<file path="src/rtl/ntt_bf_scheduler.sv">
// Radix-2 butterfly sequencer for in-place NTT (Cooley-Tukey) / INTT (Gentleman-Sande).
// Issues one butterfly per cycle and replays its addresses as write-backs BF_LAT cycles later.
//
//   state | meaning
//   IDLE  | waiting for start; mode latched on acceptance
//   RUN   | issuing butterflies k = 0..N/2-1 of stage s
//   DRAIN | BF_LAT quiet cycles so stage s fully writes back
//   DONE  | one-cycle completion pulse
module ntt_bf_scheduler #(
   parameter int N_LOG  = 8,
   parameter int BF_LAT = 2
) (
   input  logic             clk,
   input  logic             rst_n,
   input  logic             start,
   input  logic             mode_in,
   input  logic             hold,
   output logic             busy,
   output logic             done,
   output logic             mode_out,
   output logic             rd_valid,
   output logic [N_LOG-1:0] rd_addr_a,
   output logic [N_LOG-1:0] rd_addr_b,
   output logic [N_LOG-1:0] tw_addr,
   output logic             wr_valid,
   output logic [N_LOG-1:0] wr_addr_a,
   output logic [N_LOG-1:0] wr_addr_b
);

   localparam int S_W = $clog2(N_LOG + 1);
   localparam int K_W = N_LOG - 1;
   localparam int D_W = $clog2(BF_LAT + 1);

   localparam logic [1:0] ST_IDLE  = 2'd0;
   localparam logic [1:0] ST_RUN   = 2'd1;
   localparam logic [1:0] ST_DRAIN = 2'd2;
   localparam logic [1:0] ST_DONE  = 2'd3;

   logic [1:0]       state;
   logic [K_W-1:0]   k;
   logic [S_W-1:0]   s;
   logic [D_W-1:0]   dcnt;
   logic             mode_q;
   logic             in_run;
   logic             stall;
   logic             issue;

   logic [S_W-1:0]   lh;
   logic [N_LOG-1:0] kx;
   logic [N_LOG-1:0] hh;
   logic [N_LOG-1:0] g;
   logic [N_LOG-1:0] addr_a;
   logic [N_LOG-1:0] addr_b;
   logic [N_LOG-1:0] addr_tw;

   logic [BF_LAT-1:0] pv;
   logic [N_LOG-1:0]  pa [BF_LAT];
   logic [N_LOG-1:0]  pb [BF_LAT];

   assign in_run = (state == ST_RUN);
   // hold only freezes the sequencer while a transform is actually in flight
   assign stall  = hold && (in_run || state == ST_DRAIN);
   assign issue  = in_run && !hold;

   always_ff @(posedge clk or negedge rst_n) begin
      if (!rst_n) begin
         state  <= ST_IDLE;
         k      <= '0;
         s      <= '0;
         dcnt   <= '0;
         mode_q <= 1'b0;
      end else begin
         case (state)
            ST_IDLE: begin
               if (start) begin
                  state  <= ST_RUN;
                  mode_q <= mode_in;
                  s      <= '0;
                  k      <= '0;
               end
            end
            ST_RUN: begin
               if (!hold) begin
                  if (k == '1) begin
                     k     <= '0;
                     dcnt  <= D_W'(BF_LAT - 1);
                     state <= ST_DRAIN;
                  end else begin
                     k <= k + K_W'(1);
                  end
               end
            end
            ST_DRAIN: begin
               if (!hold) begin
                  if (dcnt == '0) begin
                     if (s == S_W'(N_LOG - 1)) begin
                        state <= ST_DONE;
                     end else begin
                        s     <= s + S_W'(1);
                        state <= ST_RUN;
                     end
                  end else begin
                     dcnt <= dcnt - D_W'(1);
                  end
               end
            end
            ST_DONE: state <= ST_IDLE;
            default: state <= ST_IDLE;
         endcase
      end
   end

   // lh = log2(half-span): shrinks per stage for NTT, grows for INTT
   always_comb begin
      lh      = mode_q ? s : (S_W'(N_LOG - 1) - s);
      kx      = N_LOG'(k);
      hh      = N_LOG'(1) << lh;
      g       = kx >> lh;
      addr_a  = (g << (lh + S_W'(1))) | (kx & (hh - N_LOG'(1)));
      addr_b  = addr_a | hh;
      addr_tw = (N_LOG'(1) << (S_W'(N_LOG - 1) - lh)) + g;
   end

   always_ff @(posedge clk or negedge rst_n) begin
      if (!rst_n) begin
         pv <= '0;
         for (int i = 0; i < BF_LAT; i++) begin
            pa[i] <= '0;
            pb[i] <= '0;
         end
      end else if (!stall) begin
         pv[0] <= issue;
         pa[0] <= rd_addr_a;
         pb[0] <= rd_addr_b;
         for (int i = 1; i < BF_LAT; i++) begin
            pv[i] <= pv[i-1];
            pa[i] <= pa[i-1];
            pb[i] <= pb[i-1];
         end
      end
   end

   assign busy      = (state != ST_IDLE);
   assign done      = (state == ST_DONE);
   assign mode_out  = mode_q;
   assign rd_valid  = issue;
   assign rd_addr_a = in_run ? addr_a  : '0;
   assign rd_addr_b = in_run ? addr_b  : '0;
   assign tw_addr   = in_run ? addr_tw : '0;
   assign wr_valid  = pv[BF_LAT-1] && !stall;
   assign wr_addr_a = pa[BF_LAT-1];
   assign wr_addr_b = pb[BF_LAT-1];

endmodule

</file>
<file path="config.mk">
export PLATFORM = sky130hd
export DESIGN_NAME = ntt_bf_scheduler
export DESIGN_NICKNAME = d
export VERILOG_FILES = /design/src/rtl/ntt_bf_scheduler.sv
export SDC_FILE = /design/constraint.sdc
export NUM_CORES = 1
export LEC_CHECK = 0
export ABC_AREA = 1
export CORE_ASPECT_RATIO = 0.8
export CORE_MARGIN = 2
export CORE_UTILIZATION = 40
export DETAILED_ROUTE_END_ITERATION = 12
export GPL_ROUTABILITY_DRIVEN = 0
export GPL_TIMING_DRIVEN = 0
export PLACE_DENSITY = 0.73
export SETUP_SLACK_MARGIN = 0.15
export SLEW_MARGIN = 30
export SYNTH_ARGS = -nofsm -noshare
export SYNTH_HDL_FRONTEND = slang
export SYNTH_SLANG_ARGS = --single-unit
</file>
<file path="constraint.sdc">
create_clock -name clk -period 3.4 [get_ports clk]
set_input_delay 0.68 -clock clk [delete_from_list [all_inputs] [get_ports clk]]
set_output_delay 0.68 -clock clk [all_outputs]
set_load 0.02 [all_outputs]
</file>
==> flow_metrics.py <==
metrics = {
    "pwr": {
        "power_frac_seq_pct": 18.5,
        "p_total_w": 0.00488,
        "p_sw_share_pct": 53.4,
        "vdd_drop_max_mv": 0.393,
        "switchingPower_w": 0.00260,
        "power_frac_clock_pct": 7.9,
        "leakage_nw": 2.42,
        "cellInternalPower_w": 0.00227,
        "power_frac_comb_pct": 73.6,
        "power_density_mw_per_mm2": 1080,
    },
    "timing": {
        "rsz0062_at_grt": "true",
        "fmax_mhz": 289,
        "setup_viol": 2,
        "fin_crit_ps": 3460,
        "worst_slew_margin_rel_pct": 57.1,
        "final_max_slew_viol_count": 0,
        "setup_slack_ps": -60.3,
        "hold_viol": 0,
        "tightest_slew_ps": 644,
        "period_share_pct": 102,
        "fin_skew_ps": 29.3,
    },
    "setup_path": {
        "crit_fanout": 6,
        "required_ps": 2720,
        "r2r_start": "state[0]",
        "r2r_cells": 11,
        "reg2reg_slack_ps": 1140,
        "crit_path_end_kind": "output port",
        "path_class": "reg2out",
        "startpoint_type": "flip-flop",
        "arrival_ps": 2780,
        "r2r-end": "s[3]",
    },
    "clock_tree": {
        "cts_buffer_depth": 2,
        "clk_pin_slew_ps": 130,
        "htreeDepth": 2,
        "clock_latency_ps": 330,
        "cts_tree": "yes",
        "cts_buffers": 5,
        "cts_sinks": 50,
        "root_buffer": "clkbuf_8",
    },
    "global_route": {
        "gr-total-overflow": 0,
        "grt_max_degree": 51,
        "antenna_found_initial": 0,
        "grt_first_pass_wirelength_mm": 15.8,
        "first_global_vias": 3358,
        "grtUsageTotal_pct": 20.7,
    },
    "layout": {
        "utilization_pct": 53.0,
        "antenna_cells": 0,
        "fin_nets": 600,
        "drive_above_1_share_pct": 25.7,
        "stdcell_count": 692,
        "fillers": 848,
        "area_growth_pct": 28.4,
    },
    "yosys": {
        "synth_ff_type": "dfrtp_1",
        "post-synth-top-area-fraction_pct": 35.6,
        "netlist_area_mm2": 0.00351,
        "yosys_warnings": 0,
        "synthTopCellsByArea": "dfrtp_1 36%, nand2_1 18%, nand3_1 6.6%",
        "synth_edf_count": 0,
        "async_reset_ff_share_pct": 100,
        "synth.most_common_cell": "nand2_1",
        "synthTopCellsByCount": "172 x nand2_1, 56 x inv_1, 50 x dfrtp_1",
        "syn_nets": 528,
        "seq_area_frac_synth_pct": 35.6,
        "syn_inst": 507,
        "syn_area_per_cell_um2": 6.93,
        "synth_area_leader_cell": "dfrtp_1",
        "synth_cell_types": 35,
        "synth-seq-cells": 50,
    },
    "die": {
        "die_w_um": 109,
        "die_y_um": 87.8,
        "start_util_pct": 41.2,
        "num_io_pins": 50,
        "core_area_mm2": 0.00852,
        "fp.dieArea_mm2": 0.00956,
        "rows": 30,
    },
    "detailed_routing": {
        "wirelength_mm": 9.93,
        "drtIter0Drc": 315,
        "drc_errors": 0,
        "firstDrtPassIters": 5,
        "vias_per_cell": 5.19,
        "wl_per_cell_um": 14.3,
        "ant_nets": 0,
        "vias": 3590,
    },
    "run_status": {
        "outcome": "complete, but fails checks",
        "violations": "setup timing",
    },
    "placed_design": {
        "dpl.hpwl_mm": 6.94,
        "place_inst": 668,
        "numPortBuffers": 49,
    },
    "run": {
        "drv_cap": 0,
    },
    "worst_hold_path": {
        "hp-class": "in2async",
    },
}
final cells by class:
type	count	area [um2]	area share, %
multi-input combinational	364	2030	45.1
tap	112	140	3.10
clock buffer	5	68.8	1.52
buffer	31	214	4.74
timing repair buffer	65	539	11.9
clock inverter	3	26.3	0.582
sequential	50	1250	27.8
inverter	62	238	5.27
power groups by stage:
stage / sequential (W) / clock [W] / combinational, W
2_1_floorplan: 0.000882 / 0 / 0.00219
3_3_place_gp: 0.000895 / 0 / 0.00306
3_5_place_dp: 0.000904 / 0 / 0.00312
4_1_cts: 0.000899 / 0.000391 / 0.00326
5_1_grt: 0.000924 / 0.000416 / 0.00393
6_report: 0.000901 / 0.000387 / 0.00359
through the flow:
stage | setup WS [ps] | cell area, um2 | hold WS (ps) | setup TNS [ps]
global route | -184 | 4510 | 418 | -410
global placement | -288 | 4150 | 454 | -993
floorplan | 225 | 3510 | 384 | 0
detailed placement | -389 | 4140 | 459 | -1330
finish | -60.3 | 4510 | 366 | -77.9
CTS | -55.2 | 4360 | 394 | -96.0
state kept, by name, summed over array words and instances, names as in the netlist:
signal,cells
pa,8
pb,8
wr_addr_a,8
wr_addr_b,8
k,7
s,4
dcnt,2
pv,2
state,2
mode_out,1
layout by cell type (no fill, tap or decap), types with 8 or more instances in the layout:
master / instances
nand2_2: 19
o21ai_0: 17
nor2_1: 24
clkdlybuf4s50_1: 23
nand2_1: 162
o21ai_1: 11
a21oi_1: 12
ha_1: 9
inv_2: 13
buf_4: 40
inv_1: 47
nand3_1: 44
dfrtp_1: 48
clkbuf_2: 14
nor2_4: 8
worst max-delay path by stage:
stage,startpoint,to,cells past startpoint
4_1_cts,mode_out,tw_addr[7],18
5_1_grt,mode_out,tw_addr[7],18
3_3_place_gp,mode_out,tw_addr[7],18
6_report,mode_out,tw_addr[7],18
3_5_place_dp,mode_out,tw_addr[7],18
2_1_floorplan,mode_out,tw_addr[4],14
cells by family (layout without fill, tap and decap cells):
kind of cell | count (synthesis) | after routing | synth area share, %
fa+ha+maj | 16 | 16 | 5.91
buf+inv | 93 | 166 | 12.4
xor+xnor | 3 | 3 | 0.748
simple gates | 287 | 287 | 36.0
compound gates | 58 | 58 | 9.43
flops | 50 | 50 | 35.6
metal layers:
| layer | vias to the layer above | share of wire [%] | global-route usage (%) |
|---|---|---|---|
| met5 | - | 0 | 0 |
| met4 | 0 | 1.1 | 4.43 |
| met3 | 21 | 6.3 | 3.79 |
| met2 | 145 | 47 | 34.6 |
| met1 | 1680 | 46 | 28.3 |
| li1 | 1744 | - | - |
worst max-delay path: stages, from the launching register on:
cell and delay [ps]:
dfrtp_2 490, inv_4 80, nand2_4 100, nand2_4 70, buf_8 140, nor2_4 100, inv_2 60, nor2_4 160
inv_4 70, nor2_4 90, ha_4 220, nand2_2 80, nor2_1 60, a211oi_2 250, o31ai_2 130, nand2_1 70
nand2_1 50, nor2_2 140, buf_6 120
repair_timing:
action / 4_1_cts / 5_1_grt
hold endpoints to repair: 0 / 0
resized for setup: 75 / 82
setup endpoints to repair: 25 / 25
buffers inserted: 8 / 8
pin swaps: 5 / 13
hold buffers: 0 / 0
Note: power is estimated with default switching activity, not from simulation.
